**src/rtl/bram18_sdp_rd_arbiter.sv**
```systemverilog
// rtl/bram18_sdp_rd_arbiter.sv - RAMB18E2 SDP x18 controller: round-robin read port A, write port B.
// Optional power-up zero fill of the array is enabled by defining BRAM18_ARB_INIT_CLEAR_EN.
module bram18_sdp_rd_arbiter #(
  parameter int ADDR_W = 10,
  parameter int DATA_W = 18,
  parameter int RD_LAT = 2
) (
  input  logic              clk_i,
  input  logic              rstn_i,
  input  logic              rd0_valid_i,
  input  logic [ADDR_W-1:0] rd0_addr_i,
  output logic              rd0_ready_o,
  output logic              rd0_rvalid_o,
  output logic [DATA_W-1:0] rd0_rdata_o,
  input  logic              rd1_valid_i,
  input  logic [ADDR_W-1:0] rd1_addr_i,
  output logic              rd1_ready_o,
  output logic              rd1_rvalid_o,
  output logic [DATA_W-1:0] rd1_rdata_o,
  input  logic              wr_valid_i,
  input  logic [ADDR_W-1:0] wr_addr_i,
  input  logic [DATA_W-1:0] wr_data_i,
  output logic              wr_ready_o,
  output logic              init_done_o,
  output logic [13:0]       bram_addrardaddr_o,
  output logic              bram_enarden_o,
  output logic              bram_regcearegce_o,
  input  logic [15:0]       bram_doutadout_i,
  input  logic [1:0]        bram_doutpadoutp_i,
  output logic [13:0]       bram_addrbwraddr_o,
  output logic              bram_enbwren_o,
  output logic [3:0]        bram_webwe_o,
  output logic [15:0]       bram_dinbdin_o,
  output logic [1:0]        bram_dinpbdinp_o
);

  logic              init_done;
  logic              clr_we;
  logic [ADDR_W-1:0] clr_addr;

`ifdef BRAM18_ARB_INIT_CLEAR_EN
  typedef enum logic [1:0] {S_IDLE, S_CLEAR, S_DONE} state_e;
  state_e            state_q, state_d;
  logic [ADDR_W-1:0] clr_addr_q, clr_addr_d;

  always_ff @(posedge clk_i or negedge rstn_i) begin
    if (!rstn_i) begin
      state_q    <= S_IDLE;
      clr_addr_q <= '0;
    end else begin
      state_q    <= state_d;
      clr_addr_q <= clr_addr_d;
    end
  end

  always_comb begin
    state_d    = state_q;
    clr_addr_d = clr_addr_q;
    clr_we     = 1'b0;
    init_done  = 1'b0;
    case (state_q)
      S_IDLE:  state_d = S_CLEAR;
      S_CLEAR: begin
        clr_we     = 1'b1;
        clr_addr_d = clr_addr_q + 1'b1;
        if (clr_addr_q == '1) state_d = S_DONE;
      end
      S_DONE:  init_done = 1'b1;
      default: state_d = S_IDLE;
    endcase
  end

  assign clr_addr = clr_addr_q;
`else
  logic init_done_q;

  always_ff @(posedge clk_i or negedge rstn_i) begin
    if (!rstn_i) init_done_q <= 1'b0;
    else         init_done_q <= 1'b1;
  end

  assign init_done = init_done_q;
  assign clr_we    = 1'b0;
  assign clr_addr  = '0;
`endif

  // Round-robin with a lock: a grant that was not accepted is held until it completes.
  logic              last_q;
  logic              lock_q;
  logic              lock_id_q;
  logic              gnt_id;
  logic              gnt_vld;
  logic [ADDR_W-1:0] gnt_addr;
  logic              wr_hs;
  logic              collision;
  logic              rd_hs;

  always_comb begin
    gnt_id = 1'b0;
    if (lock_q)                          gnt_id = lock_id_q;
    else if (rd0_valid_i && rd1_valid_i) gnt_id = ~last_q;
    else if (rd1_valid_i)                gnt_id = 1'b1;
  end

  assign gnt_vld   = gnt_id ? rd1_valid_i : rd0_valid_i;
  assign gnt_addr  = gnt_id ? rd1_addr_i : rd0_addr_i;
  assign wr_hs     = wr_valid_i & init_done;
  assign collision = wr_hs & gnt_vld & (wr_addr_i == gnt_addr);
  assign rd_hs     = gnt_vld & init_done & ~collision;

  always_ff @(posedge clk_i or negedge rstn_i) begin
    if (!rstn_i) begin
      last_q    <= 1'b1;
      lock_q    <= 1'b0;
      lock_id_q <= 1'b0;
    end else if (rd_hs) begin
      last_q <= gnt_id;
      lock_q <= 1'b0;
    end else if (gnt_vld) begin
      lock_q    <= 1'b1;
      lock_id_q <= gnt_id;
    end
  end

  logic [RD_LAT-1:0] tag_v_q;
  logic [RD_LAT-1:0] tag_id_q;

  always_ff @(posedge clk_i or negedge rstn_i) begin
    if (!rstn_i) begin
      tag_v_q  <= '0;
      tag_id_q <= '0;
    end else begin
      tag_v_q[0]  <= rd_hs;
      tag_id_q[0] <= gnt_id;
      for (int i = 1; i < RD_LAT; i++) begin
        tag_v_q[i]  <= tag_v_q[i-1];
        tag_id_q[i] <= tag_id_q[i-1];
      end
    end
  end

  // Output register load lines up with the array read one cycle after issue.
  generate
    if (RD_LAT >= 2) begin : g_regce
      assign bram_regcearegce_o = tag_v_q[RD_LAT-2];
    end else begin : g_no_regce
      assign bram_regcearegce_o = 1'b0;
    end
  endgenerate

  logic              rsp_v;
  logic              rsp_id;
  logic [DATA_W-1:0] rsp_data;

  assign rsp_v    = tag_v_q[RD_LAT-1];
  assign rsp_id   = tag_id_q[RD_LAT-1];
  assign rsp_data = {bram_doutpadoutp_i, bram_doutadout_i};

  assign rd0_ready_o  = rd_hs & ~gnt_id;
  assign rd1_ready_o  = rd_hs & gnt_id;
  assign rd0_rvalid_o = rsp_v & ~rsp_id;
  assign rd1_rvalid_o = rsp_v & rsp_id;
  assign rd0_rdata_o  = rd0_rvalid_o ? rsp_data : '0;
  assign rd1_rdata_o  = rd1_rvalid_o ? rsp_data : '0;

  assign bram_enarden_o     = rd_hs;
  assign bram_addrardaddr_o = rd_hs ? {gnt_addr, 4'b0000} : '0;

  assign wr_ready_o         = init_done;
  assign init_done_o        = init_done;
  assign bram_enbwren_o     = wr_hs | clr_we;
  assign bram_webwe_o       = bram_enbwren_o ? 4'b0011 : 4'b0000;
  assign bram_addrbwraddr_o = clr_we ? {clr_addr, 4'b0000} :
                              wr_hs  ? {wr_addr_i, 4'b0000} : '0;
  assign bram_dinbdin_o     = wr_hs ? wr_data_i[15:0] : '0;
  assign bram_dinpbdinp_o   = wr_hs ? wr_data_i[17:16] : '0;

endmodule

```
**config.mk**
```make
export PLATFORM = sky130hd
export DESIGN_NAME = bram18_sdp_rd_arbiter
export DESIGN_NICKNAME = d
export VERILOG_FILES = /design/src/rtl/bram18_sdp_rd_arbiter.sv
export SDC_FILE = /design/constraint.sdc
export NUM_CORES = 1
export LEC_CHECK = 0
export CAP_MARGIN = 20
export CORE_MARGIN = 1.5
export CORE_UTILIZATION = 24
export DETAILED_ROUTE_END_ITERATION = 10
export HOLD_SLACK_MARGIN = 0.12
export PLACE_DENSITY = 0.81
export SLEW_MARGIN = 15
export SYNTH_ARGS = -nofsm -noshare
export SYNTH_HDL_FRONTEND = slang
export SYNTH_SLANG_ARGS = --single-unit
```
**constraint.sdc**
```tcl
create_clock -name clk_i -period 2.5 [get_ports clk_i]
set_clock_uncertainty 0.1 [all_clocks]
set_input_delay 0.5 -clock clk_i [delete_from_list [all_inputs] [get_ports clk_i]]
set_output_delay 0.5 -clock clk_i [all_outputs]
set_load 0.05 [all_outputs]
```
==> impl_metrics.json <==
{
  "setup_viol": 13,
  "critPathSlowestCell": "dfstp_2",
  "fin_tns_setup_ps": -7002,
  "synth.avg_cell_area_sq_um": 7.042,
  "status": "complete, but fails checks",
  "cp_data_required_time_ps": 1900,
  "drv_slew": 0,
  "met3_usage": 0.07765,
  "cp_slowest_stage_delay_ps": 520,
  "whs_ps": 250.3,
  "yosysUniqueCellTypes": 37,
  "path_clk_slew_ps": 40,
  "drv_cap": 0,
  "rsz0062_at_grt": "true",
  "drcViolationCount": 0,
  "fillers": 373,
  "place.port_buffers": 155,
  "finalWirelength_mm": 7.215,
  "cts_tree": "yes",
  "holdPathStages": 0,
  "worst_pin_slew_ps": 531.1,
  "vias_per_cell": 4.842,
  "syn_area_sq_um": 1345,
  "grt_max_degree": 33,
  "overflow": 0,
  "fp.dieW_um": 77.86,
  "p_per_area_nw_per_um2": 597.1,
  "place_congestion": 0.9632,
  "ant_nets": 0,
  "path_delay_family": "compound AO/OA/AOI/OAI gates",
  "track_usage": 0.2268,
  "critPathBufInv": 4,
  "period_minus_slack_ps": 3052,
  "num_io_pins": 166,
  "avgRoutedWirePerCell_um": 16.25,
  "worstRegToRegCells": 9,
  "cts.sinks": 8,
  "path_class": "flop to primary output",
  "irDropWorstVdd_uv": 302.5,
  "cts-root-buf": "clkbuf_8",
  "cp-start-kind": "flop",
  "grt_pass1_wl_mm": 10.95,
  "start_util": 0.2458,
  "finalCritPeriodShare": 1.221,
  "worstHoldEndpoint": "tag_id_q[1]",
  "worst_setup_path_end_kind": "primary output",
  "ys_async_sr_fraction": 1.000,
  "postPlaceCellArea_sq_um": 3797,
  "relSlewSlack": 0.6448,
  "r2r_setup_slack_ps": 10,
  "finish.instance_area_sq_um": 4020,
  "syn2layout_area_growth_pct": 198.9,
  "synth_edf_count": 0,
  "hold_buffers": 0,
  "numCtsBuffers": 3,
  "synth-seq-cells": 8,
  "syn-instance-count": 191,
  "grt_busiest_layer": "met2",
  "r2r-end": "last_q",
  "crit_chain": "and2_4 > o21a_4 > inv_6 > a211o_1 > and2_4 > o41ai_4 > buf_4 > buf_8 > nor2_2 > buf_6",
  "yosys_warnings": 0,
  "violations": "negative setup slack",
  "drive_gt1_frac": 0.4274,
  "hold_start": "tag_id_q[0]",
  "path_max_fanout": 6,
  "firstDrtPassIters": 4,
  "hpwl_mm": 5.710,
  "r2r-start": "last_q",
  "nets": 444,
  "die_h_um": 77.86,
  "yosysSeqAreaShare": 0.1498,
  "vias": 2150,
  "cts.path.max_buffers": 2,
  "grt_pass1_vias": 2312,
  "clk_latency_ps": 220,
  "power_mw": 2.401,
  "met1_usage": 0.2052,
  "critPathArrivalTime_ps": 2450,
  "drtIter0Drc": 76,
  "n_antenna_cell": 0,
  "cpMostUsedCell": "and2_4",
  "fin_ws_ps": -552.2,
  "rows": 27,
  "antenna_found_initial": 0,
  "die-area_sq_um": 6062,
  "p_leak_nw": 1.902,
  "htree_levels": 1,
  "finalHoldViolCount": 0,
  "met2_usage": 0.4391,
  "ys.flop_type": "dfrtp_1",
  "hp-class": "flop to flop",
  "coreArea_sq_um": 5473,
  "fmax_ghz": 0.3276
}
[cells in the mapped netlist (2+ instances only)]
| library cell | n | area [sq um] |
|---|---|---|
| and2_1 | 22 | 137.6 |
| clkbuf_1 | 12 | 45.04 |
| o211ai_1 | 3 | 22.52 |
| conb_1 | 2 | 7.510 |
| nand2_1 | 20 | 75.07 |
| buf_4 | 14 | 105.1 |
| nor2b_1 | 7 | 43.79 |
| inv_1 | 5 | 18.77 |
| or2_2 | 2 | 12.51 |
| nand4_1 | 2 | 12.51 |
| o21ai_0 | 2 | 10.01 |
| a221oi_1 | 2 | 17.52 |
| a211o_1 | 2 | 17.52 |
| and3_1 | 46 | 287.8 |
| dfrtp_1 | 7 | 175.2 |
| xnor2_1 | 7 | 61.31 |
| a21oi_1 | 9 | 45.04 |
| xor2_1 | 2 | 17.52 |
| nor2_1 | 5 | 18.77 |
| mux2i_1 | 3 | 30.03 |
[power by group]
part           internal [mW]  switching, mW  leakage (nW)
sequential             0.178         0.0526        0.0926
clock                  0.110         0.0473        0.0228
combinational          0.929           1.08          1.79
total                   1.22           1.18          1.90
[cell type report]
| cell class | instances | area [sq um] | area share |
|---|---|---|---|
| Tap cell | 72 | 90.09 | 0.02241 |
| Multi-Input combinational cell | 159 | 1105 | 0.2748 |
| Timing Repair inverter | 1 | 3.754 | 0.0009337 |
| Inverter | 6 | 30.03 | 0.007470 |
| Timing Repair Buffer | 194 | 2544 | 0.6327 |
| Clock buffer | 4 | 45.04 | 0.01120 |
| Sequential cell | 8 | 202.7 | 0.05042 |
[metal layers]
| metal | wire, um | vias up | part of all wire |
|---|---|---|---|
| met1 | 2400 | 988 | 0.33 |
| li1 | - | 1000 | - |
| met4 | 247 | 0 | 0.034 |
| met3 | 726 | 18 | 0.10 |
| met5 | 0 | - | 0 |
| met2 | 3841 | 144 | 0.53 |
[per-stage QoR]
step,util,std cells,worst slack (ps)
global placement,0.6939,434,-826.5
global route,0.7346,444,-624.5
CTS,0.7279,444,-485.3
finish,0.7346,444,-552.2
floorplan,-,200,-461.7
detailed placement,0.6939,434,-905.3
[state kept, by name (all words and copies together), names as in the netlist]
signal / cells
tag_id_q: 2
last_q: 1
tag_v_q: 2
init_done_o: 1
lock_id_q: 1
lock_q: 1
[cells by family (layout without fill, tap and decap cells)]
logic type,count (synthesis),count (layout),synth area share
multiplexers,4,4,0.03349
other,2,11,0.005583
flip-flops,8,8,0.1498
AO/OA/AOI/OAI,28,28,0.1637
AND/OR/NAND/NOR,107,107,0.4549
XOR/XNOR,9,9,0.05861
buffers and inverters,33,205,0.1340
[how the worst max path moves through the flow]
| stage | start | to | cells after the start |
|---|---|---|---|
| final | last_q | bram_addrardaddr_o[10] | 10 |
| after floorplan | rd0_valid_i | bram_addrardaddr_o[13] | 7 |
| after global routing | last_q | bram_addrardaddr_o[10] | 10 |
| after global placement | rd0_valid_i | bram_addrardaddr_o[4] | 10 |
| after detailed placement | rd0_valid_i | bram_addrardaddr_o[4] | 10 |
| after CTS | last_q | bram_addrardaddr_o[10] | 10 |
[layout by cell type (no fill, tap or decap), types with 7 or more instances in the layout]
| cell | instances |
|---|---|
| buf_12 | 68 |
| clkdlybuf4s50_1 | 53 |
| and3_1 | 46 |
| buf_4 | 36 |
| nand2_1 | 20 |
| and2_1 | 19 |
| dlygate4sd2_1 | 17 |
| buf_6 | 14 |
| conb_1 | 11 |
| nor2b_1 | 7 |
[timing repair]
item,CTS,global route
setup buffers,6,0
gates cloned,1,0
endpoints found under the setup margin,17,15
pin swaps,15,7
gates resized for setup,56,7
Note: power is estimated with default switching activity, not from simulation.
